===== src/rtl/axi_aw_w_arbiter.sv =====
// Round-robin AW arbiter for one subordinate write port. A route FIFO remembers grant
// order so each W burst is steered to the manager that won the matching AW.
module axi_aw_w_arbiter #(
    parameter int NUM_MST = 4,
    parameter int ADDR_W  = 32,
    parameter int ID_W    = 4,
    parameter int DATA_W  = 32,
    parameter int W_DEPTH = 4
) (
    input  logic                       aclk,
    input  logic                       aresetn,
    input  logic [NUM_MST-1:0]         s_awvalid,
    output logic [NUM_MST-1:0]         s_awready,
    input  logic [NUM_MST*ADDR_W-1:0]  s_awaddr,
    input  logic [NUM_MST*ID_W-1:0]    s_awid,
    input  logic [NUM_MST*8-1:0]       s_awlen,
    input  logic [NUM_MST*3-1:0]       s_awsize,
    input  logic [NUM_MST*2-1:0]       s_awburst,
    output logic                       m_awvalid,
    input  logic                       m_awready,
    output logic [ADDR_W-1:0]          m_awaddr,
    output logic [ID_W-1:0]            m_awid,
    output logic [7:0]                 m_awlen,
    output logic [2:0]                 m_awsize,
    output logic [1:0]                 m_awburst,
    input  logic [NUM_MST-1:0]         s_wvalid,
    output logic [NUM_MST-1:0]         s_wready,
    input  logic [NUM_MST*DATA_W-1:0]  s_wdata,
    input  logic [NUM_MST*DATA_W/8-1:0] s_wstrb,
    input  logic [NUM_MST-1:0]         s_wlast,
    output logic                       m_wvalid,
    input  logic                       m_wready,
    output logic [DATA_W-1:0]          m_wdata,
    output logic [DATA_W/8-1:0]        m_wstrb,
    output logic                       m_wlast,
    output logic                       w_busy
);
    // Handshakes: a beat transfers on a rising edge where valid and ready are both high;
    // valid never depends on ready, and a held valid keeps its payload stable.
    localparam int STRB_W = DATA_W / 8;
    localparam int IDX_W  = $clog2(NUM_MST);
    localparam int PTR_W  = $clog2(W_DEPTH);
    localparam int CNT_W  = $clog2(W_DEPTH) + 1;

    logic [IDX_W-1:0]  ptr;
    logic [IDX_W-1:0]  fifo_mem [W_DEPTH];
    logic [PTR_W-1:0]  rd_ptr;
    logic [PTR_W-1:0]  wr_ptr;
    logic [CNT_W-1:0]  count;

    logic [ADDR_W-1:0] aw_addr_arr  [NUM_MST];
    logic [ID_W-1:0]   aw_id_arr    [NUM_MST];
    logic [7:0]        aw_len_arr   [NUM_MST];
    logic [2:0]        aw_size_arr  [NUM_MST];
    logic [1:0]        aw_burst_arr [NUM_MST];
    logic [DATA_W-1:0] w_data_arr   [NUM_MST];
    logic [STRB_W-1:0] w_strb_arr   [NUM_MST];

    logic              found;
    logic [IDX_W-1:0]  win;
    logic [IDX_W-1:0]  ptr_nxt;
    logic              fifo_full;
    logic              grant;
    logic              pop;
    logic [IDX_W-1:0]  head;

    always_comb begin
        for (int i = 0; i < NUM_MST; i++) begin
            aw_addr_arr[i]  = s_awaddr[i*ADDR_W +: ADDR_W];
            aw_id_arr[i]    = s_awid[i*ID_W +: ID_W];
            aw_len_arr[i]   = s_awlen[i*8 +: 8];
            aw_size_arr[i]  = s_awsize[i*3 +: 3];
            aw_burst_arr[i] = s_awburst[i*2 +: 2];
            w_data_arr[i]   = s_wdata[i*DATA_W +: DATA_W];
            w_strb_arr[i]   = s_wstrb[i*STRB_W +: STRB_W];
        end
    end

    // Scan ptr, ptr+1, ... wrapping at NUM_MST; first requester wins.
    always_comb begin
        int j;
        found = 1'b0;
        win   = '0;
        j     = 0;
        for (int k = 0; k < NUM_MST; k++) begin
            j = int'(ptr) + k;
            if (j >= NUM_MST) j = j - NUM_MST;
            if (!found && s_awvalid[IDX_W'(j)]) begin
                found = 1'b1;
                win   = IDX_W'(j);
            end
        end
    end

    assign ptr_nxt   = (win == IDX_W'(NUM_MST - 1)) ? '0 : win + IDX_W'(1);
    assign fifo_full = (count == CNT_W'(W_DEPTH));
    // Reset gates the grant so s_awready stays low while aresetn is asserted.
    assign grant     = aresetn && (!m_awvalid || m_awready) && !fifo_full && found;

    always_comb begin
        for (int i = 0; i < NUM_MST; i++) begin
            s_awready[i] = grant && (win == IDX_W'(i));
        end
    end

    assign head     = fifo_mem[rd_ptr];
    assign w_busy   = (count != '0);
    assign m_wvalid = w_busy && s_wvalid[head];
    assign m_wdata  = w_data_arr[head];
    assign m_wstrb  = w_strb_arr[head];
    assign m_wlast  = w_busy && s_wlast[head];
    assign pop      = m_wvalid && m_wready && m_wlast;

    always_comb begin
        for (int i = 0; i < NUM_MST; i++) begin
            s_wready[i] = w_busy && m_wready && (head == IDX_W'(i));
        end
    end

    always_ff @(posedge aclk or negedge aresetn) begin
        if (!aresetn) begin
            ptr       <= '0;
            rd_ptr    <= '0;
            wr_ptr    <= '0;
            count     <= '0;
            m_awvalid <= 1'b0;
            m_awaddr  <= '0;
            m_awid    <= '0;
            m_awlen   <= '0;
            m_awsize  <= '0;
            m_awburst <= '0;
            for (int i = 0; i < W_DEPTH; i++) fifo_mem[i] <= '0;
        end else begin
            if (grant) begin
                ptr              <= ptr_nxt;
                m_awvalid        <= 1'b1;
                m_awaddr         <= aw_addr_arr[win];
                m_awid           <= aw_id_arr[win];
                m_awlen          <= aw_len_arr[win];
                m_awsize         <= aw_size_arr[win];
                m_awburst        <= aw_burst_arr[win];
                fifo_mem[wr_ptr] <= win;
                wr_ptr           <= wr_ptr + PTR_W'(1);
            end else if (m_awready) begin
                m_awvalid <= 1'b0;
            end
            if (pop) rd_ptr <= rd_ptr + PTR_W'(1);
            count <= count + CNT_W'(grant) - CNT_W'(pop);
        end
    end

endmodule


===== config.mk =====
export PLATFORM = sky130hd
export DESIGN_NAME = axi_aw_w_arbiter
export DESIGN_NICKNAME = d
export VERILOG_FILES = /design/src/rtl/axi_aw_w_arbiter.sv
export SDC_FILE = /design/constraint.sdc
export NUM_CORES = 1
export LEC_CHECK = 0
export ABC_CLOCK_PERIOD_IN_PS = 6000
export CAP_MARGIN = 20
export CORE_AREA = 2 2 177 179
export DETAILED_ROUTE_END_ITERATION = 8
export DIE_AREA = 0 0 179 181
export PLACE_DENSITY_LB_ADDON = 0.2
export SYNTH_ARGS = -nofsm -noshare
export SYNTH_HDL_FRONTEND = slang
export SYNTH_SLANG_ARGS = --single-unit
export TNS_END_PERCENT = 100

===== constraint.sdc =====
create_clock -name aclk -period 6 [get_ports aclk]
set_input_delay 1.2 -clock aclk [delete_from_list [all_inputs] [get_ports aclk]]
set_output_delay 1.2 -clock aclk [all_outputs]
set_load 0.01 [all_outputs]

==> results.md <==
* Status: finished, final reports clean
* Cell Area, Synth at 0.00505 sq mm
* Critical Path RT at 4.80 ns
* Most frequent CP cell: clkdlybuf4s50_1
* Final worst-path setup slack at 1.26 ns
* Setup WS pre-CTS at 1.15 ns
* Post-DRT Antenna Nets at 0
* FF+latch count, synth at 67
* Layout Nets at 1280
* Port bufs at 452
* Routed WL at 25800 um
* Post-Syn Nets at 855
* Min-delay src: fifo_mem[3]
* Max Cap Viol at 0
* Fin crit period at 4.74 ns
* Hold Path Sink: fifo_mem[3]
* First-pass GRT wire length at 37300 um
* Vias in the first global route at 6235
* Slew headroom at 0.306
* Num CTS Buffers at 9
* Netlist cell types at 38
* Hold depth at 1
* Fin. max-slew vios at 0
* R2R depth at 9
* Die width at 179 um
* Worst slew pin tran at 1.04 ns
* Flop2flop setup slack at 2.57 ns
* DR pass1 iterations at 6
* Placement row count at 64
* Post_cts resized at 0
* Setup bufs post-CTS at 0
* Most common cell in the netlist: a21oi_1
* Worst path max stage delay at 0.53 ns
* Global route overflow at 0
* Final period utilization at 0.789
* WL/cell at 19.6 um
* CTS tree: built
* RSZ-0062 raised after global routing: no
* Initial Util at 0.167
* # fillers at 3107
* Ports at 453
* Slowest CP cell: o22a_2
* CP Cell Sequence: clkdlybuf4s50_1 -> a21oi_1 -> o21a_1 -> o22a_2 -> inv_2 -> ha_1 -> and2_1 -> clkdlybuf4s50_1
* Ys async rst share at 1.00
* Post-synth EDFFs at 0
* CP Launch Type: primary input
* Initial antenna violation count at 1
* Later-pin clock latency in the skew report at 0.34 ns
* End of the worst register-to-register path: count[2]
* Mapped Cells at 488
* Pleak at 0.00393 uW
* Synthesis-to-layout area growth at 102%
* Routed vias/inst at 4.42
* Die H at 181 um
* DP Wirelength at 20200 um
* CP Capture Type: output pin
* Worst Skew at 0.00931 ns
* Primary FF master, synth: dfrtp_1
* Area leader, netlist: dfrtp_1
* Share of the synthesized area in the top cell type at 0.332
* CTS H-tree depth at 3
* Fmax achieved at 211 MHz
* Post-route cell area at 0.0102 sq mm
* GP Congestion at 0.792
* Crit Path Max Fanout at 25
* Peak VDD IR at 199 uV
* Power density over the cells at 448 mW/mm^2
* Sequential area share after synthesis at 0.332
* Area of the die at 0.0324 sq mm
* CTS Hold Bufs at 0
* Global-route usage over all layers at 0.152
* CTS max path bufs at 2
* Clk root buf: clkbuf_16
* CP Class: primary input to output pin
* Yosys warnings at 0
* Final Util at 0.336
* Sink Count at 67
* Core Box Area at 0.0303 sq mm
* Number of DRC markers in iteration 0 at 180
* Count of final setup violators at 0
* Placement-stage cell area at 0.00991 sq mm
* Number of remaining DRC errors at 0
* Min-delay worst type: flop to flop
* Fin. Hold Viols at 0
* FF-to-FF Start: rd_ptr[0]
* Layout cells sized above 1 at 0.0850
* Top cells by count, synth: a21oi_1, dfrtp_1, nor2_1, mux2i_1, a221oi_1
* Design Power at 4580 uW
* Total number of vias at 5817
* Largest cells by area after synthesis: dfrtp_1, mux4_2, mux2i_1
* Largest net degree at the start of global routing at 49
* Final TNS setup at 0 ns
* Synth Area per Inst at 10.4 sq um
* Arrival time worst endpoint at 3.54 ns
* CTS clk-pin slew, worst paths at 0.06 ns
-- area by class of cell --
cell class | count | area [sq um] | share of cell area
antenna | 1 | 2.50 | 0.000245
clock buffer | 11 | 243 | 0.0238
clock inverter | 5 | 52.6 | 0.00515
inverter | 11 | 43.8 | 0.00429
multi-input combinational | 362 | 3100 | 0.304
sequential | 67 | 1680 | 0.164
tap | 396 | 495 | 0.0485
timing repair buffer | 462 | 4600 | 0.450
-- worst max-delay path by stage --
stage	from	end	slack, ns	cells after the start
6_report	s_awvalid[0]	s_awready[0]	1.26	8
5_1_grt	s_awvalid[1]	s_awready[0]	1.06	8
3_5_place_dp	s_awvalid[1]	m_awid[2]	1.15	8
3_3_place_gp	s_awvalid[1]	m_awaddr[20]	1.23	8
2_1_floorplan	s_awvalid[2]	s_awready[1]	2.31	5
4_1_cts	s_awvalid[0]	s_awready[0]	1.23	8
-- cell families (layout without fill, tap and decap cells) --
kind of cell | count (synthesis) | count (layout) | share of synthesized area
other cells | 0 | 1 | 0
mux | 103 | 103 | 0.301
buf+inv | 59 | 489 | 0.0569
simple gates | 82 | 82 | 0.0733
xor+xnor | 5 | 5 | 0.00867
compound gates | 161 | 161 | 0.200
flops | 67 | 67 | 0.332
fa+ha+maj | 11 | 11 | 0.0287
-- stage by stage --
stage	cells	hold slack (ns)
6_report	1315	0.501
5_1_grt	1315	0.531
4_1_cts	1314	0.504
3_5_place_dp	1298	0.491
3_3_place_gp	1298	0.488
2_1_floorplan	488	0.474
-- worst max-delay path: cells and delay by family --
family          cells  cell delay, ns
compound gates      3            0.81
fa+ha+maj           1            0.23
buf+inv             3            1.14
simple gates        1            0.13
-- placed cells by master (no fill, tap or decap), drive strengths merged, types with 2 or more instances in the layout --
| cell type | instances |
|---|---|
| clkdlybuf4s50 | 451 |
| clkinv | 3 |
| dfrtp | 67 |
| and2 | 4 |
| nor2 | 57 |
| nand2b | 2 |
| ha | 10 |
| xor2 | 3 |
| a21oi | 102 |
| buf | 11 |
| clkbuf | 11 |
| nand2 | 11 |
| o21ai | 5 |
| mux2 | 11 |
| inv | 11 |
| mux4 | 38 |
| xnor2 | 2 |
| a221oi | 49 |
| mux2i | 54 |
| or3b | 2 |
-- flip-flops by register name (all words and copies together), names as in the netlist --
register   count
m_awaddr      32
rd_ptr         2
m_awid         4
m_awlen        8
count          3
m_awvalid      1
m_awburst      2
wr_ptr         2
ptr            2
m_awsize       3
fifo_mem       8
-- per-layer routing --
layer,vias up,GRT usage,routed length (um)
met2,303,0.285,13600
met5,-,0,0
met3,23,0.0455,2390
li1,2728,-,-
met4,0,0.0420,361
met1,2763,0.163,9460
-- where the power goes --
group | switching (uW) | internal (uW)
Clock | 209 | 331
Sequential | 151 | 680
Combinational | 1450 | 1760
Power figures use the tool's default switching activity.
